==> config.mk <==
export PLATFORM = sky130hd
export DESIGN_NAME = lut_layer_sched
export DESIGN_NICKNAME = d
export VERILOG_FILES = /design/src/rtl/lut_layer_sched.sv
export SDC_FILE = /design/constraint.sdc
export NUM_CORES = 1
export LEC_CHECK = 0
export CAP_MARGIN = 10
export CORE_ASPECT_RATIO = 1.5
export CORE_MARGIN = 2
export CORE_UTILIZATION = 55
export CTS_CLUSTER_DIAMETER = 120
export CTS_CLUSTER_SIZE = 10
export DETAILED_ROUTE_END_ITERATION = 16
export GPL_TIMING_DRIVEN = 0
export PLACE_DENSITY = 0.79
export SYNTH_ARGS = -nofsm -noshare
export SYNTH_HDL_FRONTEND = slang
export SYNTH_SLANG_ARGS = --single-unit
==> constraint.sdc <==
create_clock -name clk -period 4.3 [get_ports clk]
set_input_delay 0.645 -clock clk [delete_from_list [all_inputs] [get_ports clk]]
set_output_delay 0.645 -clock clk [all_outputs]
set_load 0.02 [all_outputs]
==> src/rtl/lut_layer_sched.sv <==
// One sparse LUT layer on a shared 4-in/2-out table datapath, one neuron per cycle: N_NEURONS cycles after accept.
// Holds out_valid and out_data until out_ready; in_ready stays low from accept until that handshake completes.
module lut_layer_sched #(
    parameter int N_IN      = 16,
    parameter int N_NEURONS = 8
) (
    input  logic                   clk,
    input  logic                   rst,
    input  logic                   in_valid,
    output logic                   in_ready,
    input  logic [2*N_IN-1:0]      in_data,
    output logic                   out_valid,
    input  logic                   out_ready,
    output logic [2*N_NEURONS-1:0] out_data,
    input  logic                   cfg_we,
    input  logic                   cfg_sel,
    input  logic [7:0]             cfg_neuron,
    input  logic [31:0]            cfg_data,
    output logic                   cfg_err,
    output logic                   busy
);
    localparam int CW = (N_NEURONS > 1) ? $clog2(N_NEURONS) : 1;
    localparam logic [CW-1:0] LAST = CW'(N_NEURONS - 1);

    typedef enum logic [1:0] {IDLE, EVAL, DONE} state_t;

    state_t            state;
    logic [CW-1:0]     cnt;
    logic [2*N_IN-1:0] vec;
    logic [7:0]        idx0 [N_NEURONS];
    logic [7:0]        idx1 [N_NEURONS];
    logic [31:0]       tbl  [N_NEURONS];

    logic [1:0] act0;
    logic [1:0] act1;
    logic [3:0] addr;
    logic [1:0] res;
    logic       cfg_ok;

    // Fan-in mux; an index past the last activation matches nothing and reads 2'b00.
    always_comb begin
        act0 = 2'b00;
        act1 = 2'b00;
        for (int i = 0; i < N_IN; i++) begin
            if (idx0[cnt] == 8'(i)) act0 = vec[2*i +: 2];
            if (idx1[cnt] == 8'(i)) act1 = vec[2*i +: 2];
        end
    end

    assign addr      = {act1, act0};
    assign res       = tbl[cnt][{addr, 1'b0} +: 2];
    assign cfg_ok    = (state == IDLE) && ({1'b0, cfg_neuron} < 9'(N_NEURONS));
    assign in_ready  = (state == IDLE) && !rst;
    assign out_valid = (state == DONE);
    assign busy      = (state != IDLE);

    always_ff @(posedge clk) begin
        if (rst) begin
            state    <= IDLE;
            cnt      <= '0;
            vec      <= '0;
            out_data <= '0;
            cfg_err  <= 1'b0;
            for (int n = 0; n < N_NEURONS; n++) begin
                idx0[n] <= '0;
                idx1[n] <= '0;
                tbl[n]  <= '0;
            end
        end else begin
            cfg_err <= cfg_we && !cfg_ok;
            if (cfg_we && cfg_ok) begin
                if (cfg_sel) begin
                    tbl[cfg_neuron[CW-1:0]] <= cfg_data;
                end else begin
                    idx0[cfg_neuron[CW-1:0]] <= cfg_data[7:0];
                    idx1[cfg_neuron[CW-1:0]] <= cfg_data[15:8];
                end
            end
            case (state)
                IDLE: begin
                    if (in_valid) begin
                        vec   <= in_data;
                        cnt   <= '0;
                        state <= EVAL;
                    end
                end
                EVAL: begin
                    out_data[{cnt, 1'b0} +: 2] <= res;
                    if (cnt == LAST) begin
                        cnt   <= '0;
                        state <= DONE;
                    end else begin
                        cnt <= cnt + 1'b1;
                    end
                end
                DONE: begin
                    if (out_ready) state <= IDLE;
                end
                default: state <= IDLE;
            endcase
        end
    end
endmodule
Yosys cells after proc, flatten, opt, wreduce, memory -nomap -nowiden
Memories as Yosys holds them, arrays and structs flattened. A register that Yosys moved wholly into a read port is not among the register bits.
Cells that the tools add are included.
{ "word_totals": {"reg_bits": 54, "ramBits": 384, "inputBits": 78, "out_inout_bits": 20, "elab_cells": 132, "n_memories": 3} }
{ "op_classes": {"addsub": 2, "magnitude_cmp": 1, "eq_ne": 36, "shifts": 3, "muxes": 65, "n_reduce_logical": 17} }
{ "mem_list": {"columns": ["memory", "depth", "width", "read_ports", "rd_clocked_by_memory_dff", "wr", "line", "source"], "rows": [
  ["tbl", 8, 32, 1, 1, 8, "32", "logic [31:0] tbl [N_NEURONS];"],
  ["idx0", 8, 8, 1, 1, 8, "30", "logic [7:0] idx0 [N_NEURONS];"],
  ["idx1", 8, 8, 1, 1, 8, "31", "logic [7:0] idx1 [N_NEURONS];"]
]} }
{ "op_table": {"columns": ["cell", "n"], "rows": [
  ["$eq 8x4->1 const B", 16],
  ["$mux 2", 35],
  ["$eq 8x3->1 const B", 8],
  ["$mux 3", 11],
  ["$eq 8x2->1 const B", 4],
  ["$mux 32", 1],
  ["$reduce_or 32->1", 1],
  ["$shiftx 32x6->2", 1],
  ["$bwmux 16", 1],
  ["$eq 8x1->1 const B", 2],
  ["$logic_not 8->1", 2],
  ["$mux 8", 2],
  ["$reduce_or 8->1", 2],
  ["$shift 2x6->16 const A", 1],
  ["$shiftx 2x6->16", 1],
  ["$mux 1", 13],
  ["$lt 8x4->1 const B", 1],
  ["$neg 4->6", 1],
  ["$pmux 2 s3", 1],
  ["$pmux 3 s2", 1],
  ["$logic_and 1x1->1", 4],
  ["$ne 2x2->1 const B", 2],
  ["$reduce_and 2->1", 2],
  ["$reduce_bool 2->1", 2],
  ["8 further kinds", 9]
]} }

Depth between registers and ports, before layout
Gate-level depths: netlist (run 1).
{ "depth": {"word_depth": 20, "mapped_depth": 17, "depth_no_buf": 12} }

Worst setup path before layout (run 1)
No wires, ideal clock.
{ "synth_timing": {"path_kind": "input -> register", "from": "input port cfg_neuron[7]", "to": "memory tbl[5][0], enable pin", "setup_ps": 466, "arrival_ps": 4077, "t_required_ps": 3834, "path_slack_ps": -243, "stages": 5, "n_path_buf": 0, "cell_sequence": "or4_1 > nor3_1 > and3_1 > nand3_1 > o21ai_0"} }
{ "synth_lines": {"columns": ["item", "line", "source"], "rows": [
  ["from (decl)", "17", "input logic [7:0] cfg_neuron,"],
  ["to (decl)", "32", null]
]} }

==> out/metrics.cfg, run 1 <==
[synthesis]
yosysUniqueCellTypes = 86
synth-simple-area-share_pct = 18.29
yosys_warnings = 0
synth_flop_cell = edfxtp_1
synth_xor_area_share_pct = 0
synth-seq-cells = 441
seq_area_frac_synth_pct = 61.74
avgSynthCellArea_um2 = 13.50
synth_top_family_by_area = simple AND/OR/NAND/NOR gates
synth_enable_flop_cells = 384
syn_nets = 1603
synth-compound-area-share_pct = 5.456
muxShareOfSynthArea_pct = 11.97
async_reset_ff_share_pct = 0
synthCells = 1521
synthAdderAreaFrac_pct = 0.2438
syn_area_mm2 = 0.02053

[floorplan]
fp.dieW_um = 161.7
io_pins = 98
initial_utilization_pct = 55.78
die_h_um = 240.6
die_area_mm2 = 0.03891
std_cell_rows = 86
core_area_mm2 = 0.03680

[global_routing]
grt_max_degree = 33
grt_overflow_total = 0
met2_usage_pct = 53.91
busiest_layer = met2
grt_antenna_before_repair = 0
grt_pass1_vias = 14090
met1_usage_pct = 30.61
track_usage_pct = 28.63
grt_pass1_wl_um = 82340
grtUsageMet3_pct = 3.798

[detailed_routing]
finalWirelength_um = 55020
viasPerCell = 6.200
route.detailed.drc = 0
wl_per_cell_um = 25.15
ant_nets = 0
detail_route.first_pass.iterations = 5
via_count = 13570
drt_iter0_drc = 1205

[hold_path]
worstHoldPathCells = 2
hp-class = reg2reg
worstHoldStart = vec[30]
hold_path_end = vec[30]

[power_and_ir_drop]
leakagePower_nw = 8.390
p_sw_share_pct = 22.77
sequentialPowerShare_pct = 51.6
peakVddDrop_uv = 382.2
p_clk_share_pct = 39.6
power_frac_comb_pct = 8.8
power_density_mw_per_mm2 = 394.3
switchingPower_mw = 2.145
internal_power_mw = 7.278

[final_layout]
syn2layout_area_growth_pct = 16.43
drive_gt1_share_pct = 13.85
antenna_cells_inserted = 0
num-fill-cells = 2711
final_cell_mix = and2_1 (387), edfxtp_1 (384), nand2_1 (121)
final_common_cell = and2_1
post-route-util_pct = 64.94
final_nets = 1764
post-route-cell-area_mm2 = 0.02390

[setup_path]
cp.required_ns = 4.74
path_max_fanout = 10
setup.worst_path.class = reg2reg
crit_path_end_kind = flip-flop
worst-path-buf-inv = 3
cp.arrival_ns = 4.59
cp-start-kind = flip-flop
rr_worst_depth = 15
max_stage_delay_ns = 0.60
crit_family = compound AO/OA/AOI/OAI gates
rr_endpoint = out_data[11]
r2r_setup_slack_ns = 0.15
crit_slowest_cell = mux4_2
cp_cell_sequence = clkbuf_4 -> nand2_2 -> a2bb2oi_1 -> nand2_1 -> a21oi_1 -> a311oi_2 -> o31ai_4 -> buf_4 -> nor2_4 -> buf_6 -> mux4_2 -> mux2i_1 -> mux2_2 -> o32a_4 -> o21ai_1

[run]
cap_violations = 0

[sta]
post-route-period-util_pct = 96.58
period_needed_ns = 4.153
fmaxAchievable_mhz = 240.8
slew_violations = 0
worstMarginPinSlew_ns = 1.126
finalClockSkew_ns = 0.01667
setup_tns_ns = 0
slew_headroom_pct = 24.95
rsz0062_at_grt = no
setup_viol = 0
hold_violations = 0

[clocking]
worst_skew_pair.late_latency_ns = 0.57
htreeDepth = 2
cts_sinks = 441
root_buffer = clkbuf_16
ctsLongestPathBuffers = 3
clk_pin_slew_ns = 0.05
cts_hold_buf = 0
cts_tree = yes
cts_buffers = 50

[placed_design]
port_buffers = 96
placed_area_mm2 = 0.02239
gp_congestion = 0.9351
dp_hpwl_um = 38970

[run_status]
status = completed

==> stage by stage <==
| stage | setup WS, ns | power [mW] | instances | hold slack [ns] |
|---|---|---|---|---|
| floorplan | -0.2428 | 5.387 | 1521 | 0.4363 |
| global placement | -3.297 | 5.698 | 2101 | 0.4477 |
| detailed placement | -0.5814 | 5.738 | 2111 | 0.4596 |
| CTS | 0.04084 | 9.424 | 2185 | 0.4679 |
| global route | 0.01540 | 9.658 | 2188 | 0.5002 |
| finish | 0.1470 | 9.423 | 2188 | 0.4659 |
==> worst max-delay path by stage <==
stage | start | endpoint | slack, ns | cells past startpoint
after CTS | flip-flop | out_data[11] | 0.04 | 13
after detailed placement | flip-flop | out_data[0] | -0.58 | 11
after global placement | cfg_neuron[7] | tbl[3][13] | -3.30 | 6
after floorplan | cfg_neuron[7] | tbl[5][0] | -0.24 | 5
after global routing | flip-flop | out_data[3] | 0.02 | 15
final | flip-flop | out_data[11] | 0.15 | 15
==> tightest hold or removal path, delay by kind of cell, from the launching register on <==
family / cells / cell delay [ns]
DFF: 1 / 0.31
and+or+nand+nor: 1 / 0.06
AOI/OAI and AO/OA: 1 / 0.05
==> cells by family (layout without fill, tap and decap cells) <==
| logic type | after synthesis | count (layout) |
|---|---|---|
| muxes | 139 | 139 |
| AOI/OAI and AO/OA | 161 | 161 |
| buffers and inverters | 110 | 293 |
| adders and majority gates | 4 | 4 |
| and+or+nand+nor | 666 | 666 |
| DFF | 441 | 441 |
==> layout make-up <==
class                           instances  area [um2]  share of cell area (%)
Clock inverter                          2       17.52                 0.07330
Sequential cell                       441       12670                   53.03
Tap cell                              484       605.6                   2.534
Multi-Input combinational cell        970        7538                   31.54
Clock buffer                           72        1355                   5.670
Inverter                               10       38.79                  0.1623
Buffer                                 98       447.9                   1.874
Timing Repair Buffer                  111        1221                   5.110
==> per-layer routing <==
metal	wire length (um)	part of all wire [%]
met5	0	0
met4	3416	6.2
met3	3323	6.0
met2	29820	54
met1	18470	34
==> state kept, by name (all words and copies together) (netlist names), named ones only <==
register	flops
tbl	256
idx0	64
idx1	64
vec	32
out_data	16
cnt	3
state	2
cfg_err	1
==> cells in the mapped netlist, types with 3 or more instances <==
| master | number | area share [%] |
|---|---|---|
| nor2_1 | 32 | 0.59 |
| o22ai_1 | 7 | 0.21 |
| mux2_1 | 8 | 0.44 |
| nor4_1 | 17 | 0.52 |
| mux4_2 | 82 | 9.0 |
| nand4_1 | 4 | 0.12 |
| nand2b_1 | 6 | 0.18 |
| a32o_1 | 3 | 0.15 |
| nand3b_1 | 5 | 0.18 |
| a31oi_1 | 11 | 0.34 |
| ha_1 | 4 | 0.24 |
| clkbuf_1 | 76 | 1.4 |
| o21ai_2 | 8 | 0.34 |
| a22oi_1 | 4 | 0.15 |
| nand2_1 | 121 | 2.2 |
| dfxtp_1 | 57 | 5.6 |
| inv_1 | 8 | 0.15 |
| buf_2 | 9 | 0.22 |
| buf_6 | 3 | 0.16 |
| or2_2 | 4 | 0.12 |
| buf_4 | 4 | 0.15 |
| nor3b_1 | 3 | 0.11 |
| mux2i_1 | 34 | 1.7 |
| and3_1 | 3 | 0.091 |
| and2_1 | 387 | 12 |
| a21oi_1 | 53 | 1.3 |
| nand3_1 | 36 | 0.88 |
| buf_1 | 7 | 0.13 |
| nor3_1 | 21 | 0.51 |
| nor2b_1 | 5 | 0.15 |
| mux2_2 | 12 | 0.66 |
| o21ai_0 | 23 | 0.56 |
| edfxtp_1 | 384 | 56 |
| o22a_1 | 5 | 0.21 |
| or2_1 | 3 | 0.091 |
| o21ai_1 | 11 | 0.27 |
==> power groups by stage <==
| stage | clock (mW) | combinational (mW) | sequential, mW |
|---|---|---|---|
| final | 3.74 | 0.827 | 4.86 |
| after global routing | 3.92 | 0.873 | 4.87 |
| after CTS | 3.75 | 0.813 | 4.86 |
| after detailed placement | 0 | 0.794 | 4.94 |
| after global placement | 0 | 0.751 | 4.95 |
| after floorplan | 0 | 0.467 | 4.92 |
==> what timing repair did <==
action	in CTS	in global routing
endpoints found under the hold margin	0	0
setup buffers	2	3
resized for setup	12	12
pin swaps	2	2
endpoints found under the setup margin	48	48
Power figures use the tool's default switching activity.
==> inputs of run 2 (changes only) <==
CORE_UTILIZATION = 40   (was 55)
HOLD_SLACK_MARGIN = 0.12   (was unset)
PLACE_DENSITY = 0.61   (was 0.79)
==> out/metrics.cfg, run 2 (synthesis gave the netlist of run 1 again) <==
[setup_path]
setup.worst_path.class = reg2reg
crit_slowest_cell = mux4_2
max_stage_delay_ns = 0.60  ; about the same
cp-start-kind = flip-flop
cp.arrival_ns = 4.62  ; +0.03 ns
crit_path_end_kind = flip-flop
path_max_fanout = 10  ; unchanged
cp_cell_sequence = mux4_2 -> mux2_4 -> mux4_2 -> a32oi_2 -> nor2_2 -> nor2_4 -> buf_4 -> mux4_2 -> mux2i_1 -> mux2_2 -> o32a_4 -> o21ai_1
cp.required_ns = 4.76  ; +0.02 ns
path_common_cell = mux4_2

[clocking]
cts_hold_buf = 0  ; unchanged
worst_skew_pair.late_latency_ns = 0.58  ; about the same
htreeDepth = 2  ; unchanged
root_buffer = clkbuf_16
cts_tree = yes
cts_buffers = 50  ; unchanged
ctsLongestPathBuffers = 3  ; unchanged
cts_sinks = 441  ; unchanged
clk_pin_slew_ns = 0.06  ; about the same

[sta]
worstMarginPinSlew_ns = 1.014  ; -0.1117 ns
slew_headroom_pct = 32.40  ; +7.4 points
hold_violations = 0  ; unchanged
setup_viol = 0  ; unchanged
slew_violations = 0  ; unchanged
finalClockSkew_ns = 0.01665  ; -0.00001420 ns
fmaxAchievable_mhz = 240.3  ; -0.19%
whs_ns = 0.4582  ; -0.007727 ns
fin_ws_ns = 0.1389  ; -0.008060 ns
period_needed_ns = 4.161  ; +0.008060 ns
post-route-period-util_pct = 96.77  ; +0.19 points

[final_layout]
drive_gt1_share_pct = 14.44  ; +0.59 points
final_nets = 1766  ; +0.11%
regMostFlops = tbl
largestRegisters = tbl: 256 flops, idx0: 64 flops, idx1: 64 flops
num-fill-cells = 4462  ; +65%
syn2layout_area_growth_pct = 17.93
largest_reg_flops = 256  ; unchanged
final_cell_mix = and2_1 (387), edfxtp_1 (384), nand2_1 (121)
final_common_cell = and2_1

[detailed_routing]
via_count = 13060  ; -3.7%
detail_route.first_pass.iterations = 5  ; unchanged
ant_nets = 0  ; unchanged
finalWirelength_um = 58390  ; +6.1%
viasPerCell = 5.499  ; -11%
drt_iter0_drc = 824  ; -32%
wl_per_cell_um = 24.59  ; -2.2%
route.detailed.drc = 0  ; unchanged

[power_and_ir_drop]
power_density_mw_per_mm2 = 390.9  ; -0.88%
finalPower_mw = 9.461  ; +0.40%
peakVddDrop_uv = 291.8  ; -24%
leakagePower_nw = 8.426  ; +0.43%

[floorplan]
std_cell_rows = 101  ; +17%
die_h_um = 281.4  ; +17%
io_pins = 98  ; unchanged
initial_utilization_pct = 40.51  ; -15 points
core_area_mm2 = 0.05067  ; +38%
die_area_mm2 = 0.05318  ; +37%
fp.dieW_um = 189.0  ; +17%

[global_routing]
met1_usage_pct = 23.47  ; -7.1 points
grtUsageMet3_pct = 2.701  ; -1.1 points
grt_overflow_total = 0  ; unchanged
busiest_layer = met2
grt_antenna_before_repair = 1  ; +1
grt_max_degree = 33  ; unchanged
grt_pass1_vias = 13780  ; -2.2%
track_usage_pct = 22.11  ; -6.5 points
grt_pass1_wl_um = 86130  ; +4.6%
met2_usage_pct = 43.37  ; -11 points

[run_status]
status = completed

[placed_design]
gp_congestion = 0.8780  ; -6.1%
dp_slack_ns = -0.8666  ; -0.2851 ns
port_buffers = 96  ; unchanged
dp_hpwl_um = 41690  ; +7.0%

[run]
cap_violations = 0  ; unchanged

[hold_path]
hp-class = reg2reg

run 2: routing by layer:
layer  share of wire, %  wire (um)  up-vias
met5                  0          0        -
met4                3.9       2288        0
met3                4.4       2560      115
met2                 56      32670      389
met1                 36      20870     6639
li1                   -          -     5918
run 2: where the power goes:
part | switching (mW) | internal [mW]
clock network | 1.65 | 2.11
logic | 0.496 | 0.345
registers | 0.0684 | 4.79
total | 2.22 | 7.25
run 2: worst paths after layout:
| kind | startpoint | slack, ns | end | cells after the start |
|---|---|---|---|---|
| worst min-delay path | vec[30] | 0.46 | vec[30] | 2 |
| worst max-delay path | flip-flop | 0.14 | out_data[1] | 12 |
| worst max register to register | flip-flop | 0.14 | out_data[1] | 12 |
| worst min register to register | vec[30] | 0.46 | vec[30] | 2 |
run 2: through the flow:
stage,cell area (um2),TNS (ns),cells,util [%]
floorplan,20530,-28.69,1521,-
detailed placement,22650,-81.01,2298,44.71
global route,24200,-0.008218,2374,47.76
CTS,24130,0,2373,47.61
finish,24210,0,2375,47.77
global placement,22320,-740.82,2286,44.05
run 2: layout make-up:
cell class / count / area, um2 / share of cell area, %
sequential: 441 / 12670 / 52.35
buffer: 98 / 467.9 / 1.933
inverter: 10 / 38.79 / 0.1602
multi-input combinational: 970 / 7560 / 31.23
clock inverter: 4 / 42.54 / 0.1757
antenna: 2 / 5.005 / 0.02068
tap: 669 / 837.1 / 3.458
timing repair buffer: 113 / 1264 / 5.220
clock buffer: 68 / 1319 / 5.448
run 2: what timing repair did:
action / in CTS / in global routing
gates cloned: 0 / 0
setup buffers: 3 / 2
setup endpoints to repair: 80 / 61
resized for setup: 18 / 19
hold endpoints to repair: 0 / 0
pin swaps: 3 / 3
run 2: critical path, delay by kind of cell (launching register included):
family | cells | cell delay, ns
multiplexers | 6 | 2.37
AO/OA/AOI/OAI | 3 | 0.52
AND/OR/NAND/NOR | 2 | 0.43
flip-flops | 1 | 0.39
buffers and inverters | 1 | 0.31
==> inputs of run 3 (changes only) <==
SLEW_MARGIN = 20   (was unset)
==> out/metrics.cfg, run 3 (synthesis gave the netlist of run 1 again) <==
[run_status]
status = completed

[setup_path]
crit_path_end_kind = flip-flop
path_max_fanout = 10  ; unchanged
cp.arrival_ns = 4.63  ; about the same
cp.required_ns = 4.79  ; +0.03 ns
path_common_cell = buf_6
cp_cell_sequence = buf_6 -> buf_6 -> mux2_1 -> o22ai_1 -> nor2_2 -> a41oi_2 -> nand2_1 -> o31ai_4 -> or2_1 -> buf_6 -> buf_8 -> mux2i_1 -> mux2_2 -> o211a_1 -> o32a_4 -> o21ai_1
cp-start-kind = flip-flop
rr_worst_depth = 16  ; +4
crit_family = compound AO/OA/AOI/OAI gates
max_stage_delay_ns = 0.46  ; -0.14 ns
crit_slowest_cell = o31ai_4
worst-path-buf-inv = 4  ; +3
r2r_setup_slack_ns = 0.17  ; +0.03 ns
setup.worst_path.class = reg2reg
rr_endpoint = out_data[1]

[clocking]
cts_sinks = 441  ; unchanged
cts_buffers = 50  ; unchanged
htreeDepth = 2  ; unchanged
root_buffer = clkbuf_16
clk_pin_slew_ns = 0.06  ; about the same
ctsLongestPathBuffers = 3  ; unchanged
cts_hold_buf = 0  ; unchanged
cts_tree = yes
worst_skew_pair.late_latency_ns = 0.57  ; about the same

[hold_path]
hp-class = reg2reg
hold_path_end = vec[30]
worstHoldPathCells = 2  ; unchanged
worstHoldStart = vec[30]

[final_layout]
final_nets = 1769  ; +0.17%
largestRegisters = tbl: 256 flops, idx0: 64 flops, idx1: 64 flops
largest_reg_flops = 256  ; unchanged
num-fill-cells = 4431  ; -0.69%
final_cell_mix = and2_1 (387), edfxtp_1 (384), nand2_1 (121)
regMostFlops = tbl
final_common_cell = and2_1
post-route-cell-area_mm2 = 0.02441  ; +0.84%
syn2layout_area_growth_pct = 18.92
drive_gt1_share_pct = 14.87  ; +0.43 points

[detailed_routing]
detail_route.first_pass.iterations = 5  ; unchanged
wl_per_cell_um = 24.39  ; -0.79%
route.detailed.drc = 0  ; unchanged
ant_nets = 0  ; unchanged
finalWirelength_um = 58050  ; -0.58%
via_count = 13110  ; +0.35%
drt_iter0_drc = 867  ; +5.2%
viasPerCell = 5.507  ; +0.14%

[global_routing]
track_usage_pct = 22.20  ; +0.088 points
grt_antenna_before_repair = 2  ; +1
grt_overflow_total = 0  ; unchanged
grt_max_degree = 33  ; unchanged
grt_pass1_vias = 13890  ; +0.75%
grt_pass1_wl_um = 86510  ; +0.43%

[placed_design]
dp_hpwl_um = 41880  ; +0.47%
port_buffers = 96  ; unchanged
gp_congestion = 0.8780  ; unchanged
placed_area_mm2 = 0.02282  ; +0.72%
dp_slack_ns = -0.8911  ; -0.02449 ns

[sta]
slew_violations = 0  ; unchanged
slew_headroom_pct = 31.34  ; -1.1 points
setup_tns_ns = 0  ; unchanged
fmaxAchievable_mhz = 241.9  ; +0.65%
post-route-period-util_pct = 96.14  ; -0.63 points
worstMarginPinSlew_ns = 1.030  ; +0.01594 ns
hold_violations = 0  ; unchanged
finalClockSkew_ns = 0.01247  ; -0.004187 ns
setup_viol = 0  ; unchanged
fin_ws_ns = 0.1659  ; +0.02696 ns
period_needed_ns = 4.134  ; -0.02696 ns

[floorplan]
io_pins = 98  ; unchanged
core_area_mm2 = 0.05067  ; unchanged
die_h_um = 281.4  ; unchanged
fp.dieW_um = 189.0  ; unchanged
std_cell_rows = 101  ; unchanged
die_area_mm2 = 0.05318  ; unchanged
initial_utilization_pct = 40.51  ; unchanged

[power_and_ir_drop]
power_density_mw_per_mm2 = 391.3  ; +0.11%
leakagePower_nw = 8.509  ; +0.98%
peakVddDrop_uv = 284.6  ; -2.5%

[run]
cap_violations = 0  ; unchanged

run 3: cell count changes in the layout (fill, tap and decap cells not counted), moves of 3 or more:
| cell | delta |
|---|---|
| buf_16 | +8 |
| buf_6 | +6 |
| buf_8 | -6 |
| buf_12 | -3 |
| buf_4 | -3 |
| clkbuf_16 | +3 |
| nor3_1 | -3 |
| nor3_2 | +3 |
run 3: area by class of cell:
cell class | instances | area [um2] | area share [%]
Timing Repair Buffer | 116 | 1386 | 5.679
Inverter | 10 | 38.79 | 0.1589
Buffer | 98 | 467.9 | 1.917
Clock buffer | 72 | 1398 | 5.726
Sequential cell | 441 | 12670 | 51.92
Multi-Input combinational cell | 970 | 7592 | 31.10
Clock inverter | 1 | 8.758 | 0.03588
Antenna cell | 3 | 7.507 | 0.03075
Tap cell | 669 | 837.1 | 3.429
run 3: what timing repair did:
action	in CTS	in global routing
pin swaps	2	2
endpoints found under the setup margin	80	114
gates resized for setup	16	25
hold endpoints to repair	0	0
setup buffers	2	0
run 3: worst reg2reg max path, delay by kind of cell (launching register included):
family                 cells  cell delay [ns]
AO/OA/AOI/OAI              6             1.80
multiplexers               3             0.80
buffers and inverters      4             0.71
AND/OR/NAND/NOR            3             0.44
flip-flops                 1             0.32
run 3: routing by layer:
| layer | global-route usage, % | part of all wire, % |
|---|---|---|
| met1 | 24.21 | 36 |
| met2 | 42.40 | 55 |
| met3 | 2.527 | 4.4 |
| met4 | 10.78 | 4.6 |
| met5 | 0 | 0 |
run 3: worst max-delay path by stage:
stage             startpoint          end  slack (ns)  cells after the start
2_1_floorplan  cfg_neuron[7]    tbl[5][0]       -0.24                      5
3_3_place_gp   cfg_neuron[7]   tbl[3][13]       -4.01                      6
3_5_place_dp   cfg_neuron[7]   tbl[1][18]       -0.89                      7
4_1_cts            flip-flop  out_data[1]       0.002                     10
5_1_grt            flip-flop  out_data[1]      -0.004                     16
6_report           flip-flop  out_data[1]        0.17                     16
run 3: power breakdown:
part           leakage, nW  internal, mW  switching [mW]
Combinational         3.42         0.357           0.501
Sequential            4.41          4.79          0.0675
Clock                0.680          2.21            1.62
Total                 8.51          7.36            2.19
run 3: stage by stage:
stage	hold slack [ns]	util (%)	std cells	power, mW
6_report	0.4589	48.17	2380	9.551
5_1_grt	0.4846	48.16	2379	9.857
2_1_floorplan	0.4363	-	1521	5.387
3_5_place_dp	0.4547	45.03	2304	5.781
4_1_cts	0.4627	47.96	2378	9.606
3_3_place_gp	0.4493	44.05	2286	5.732
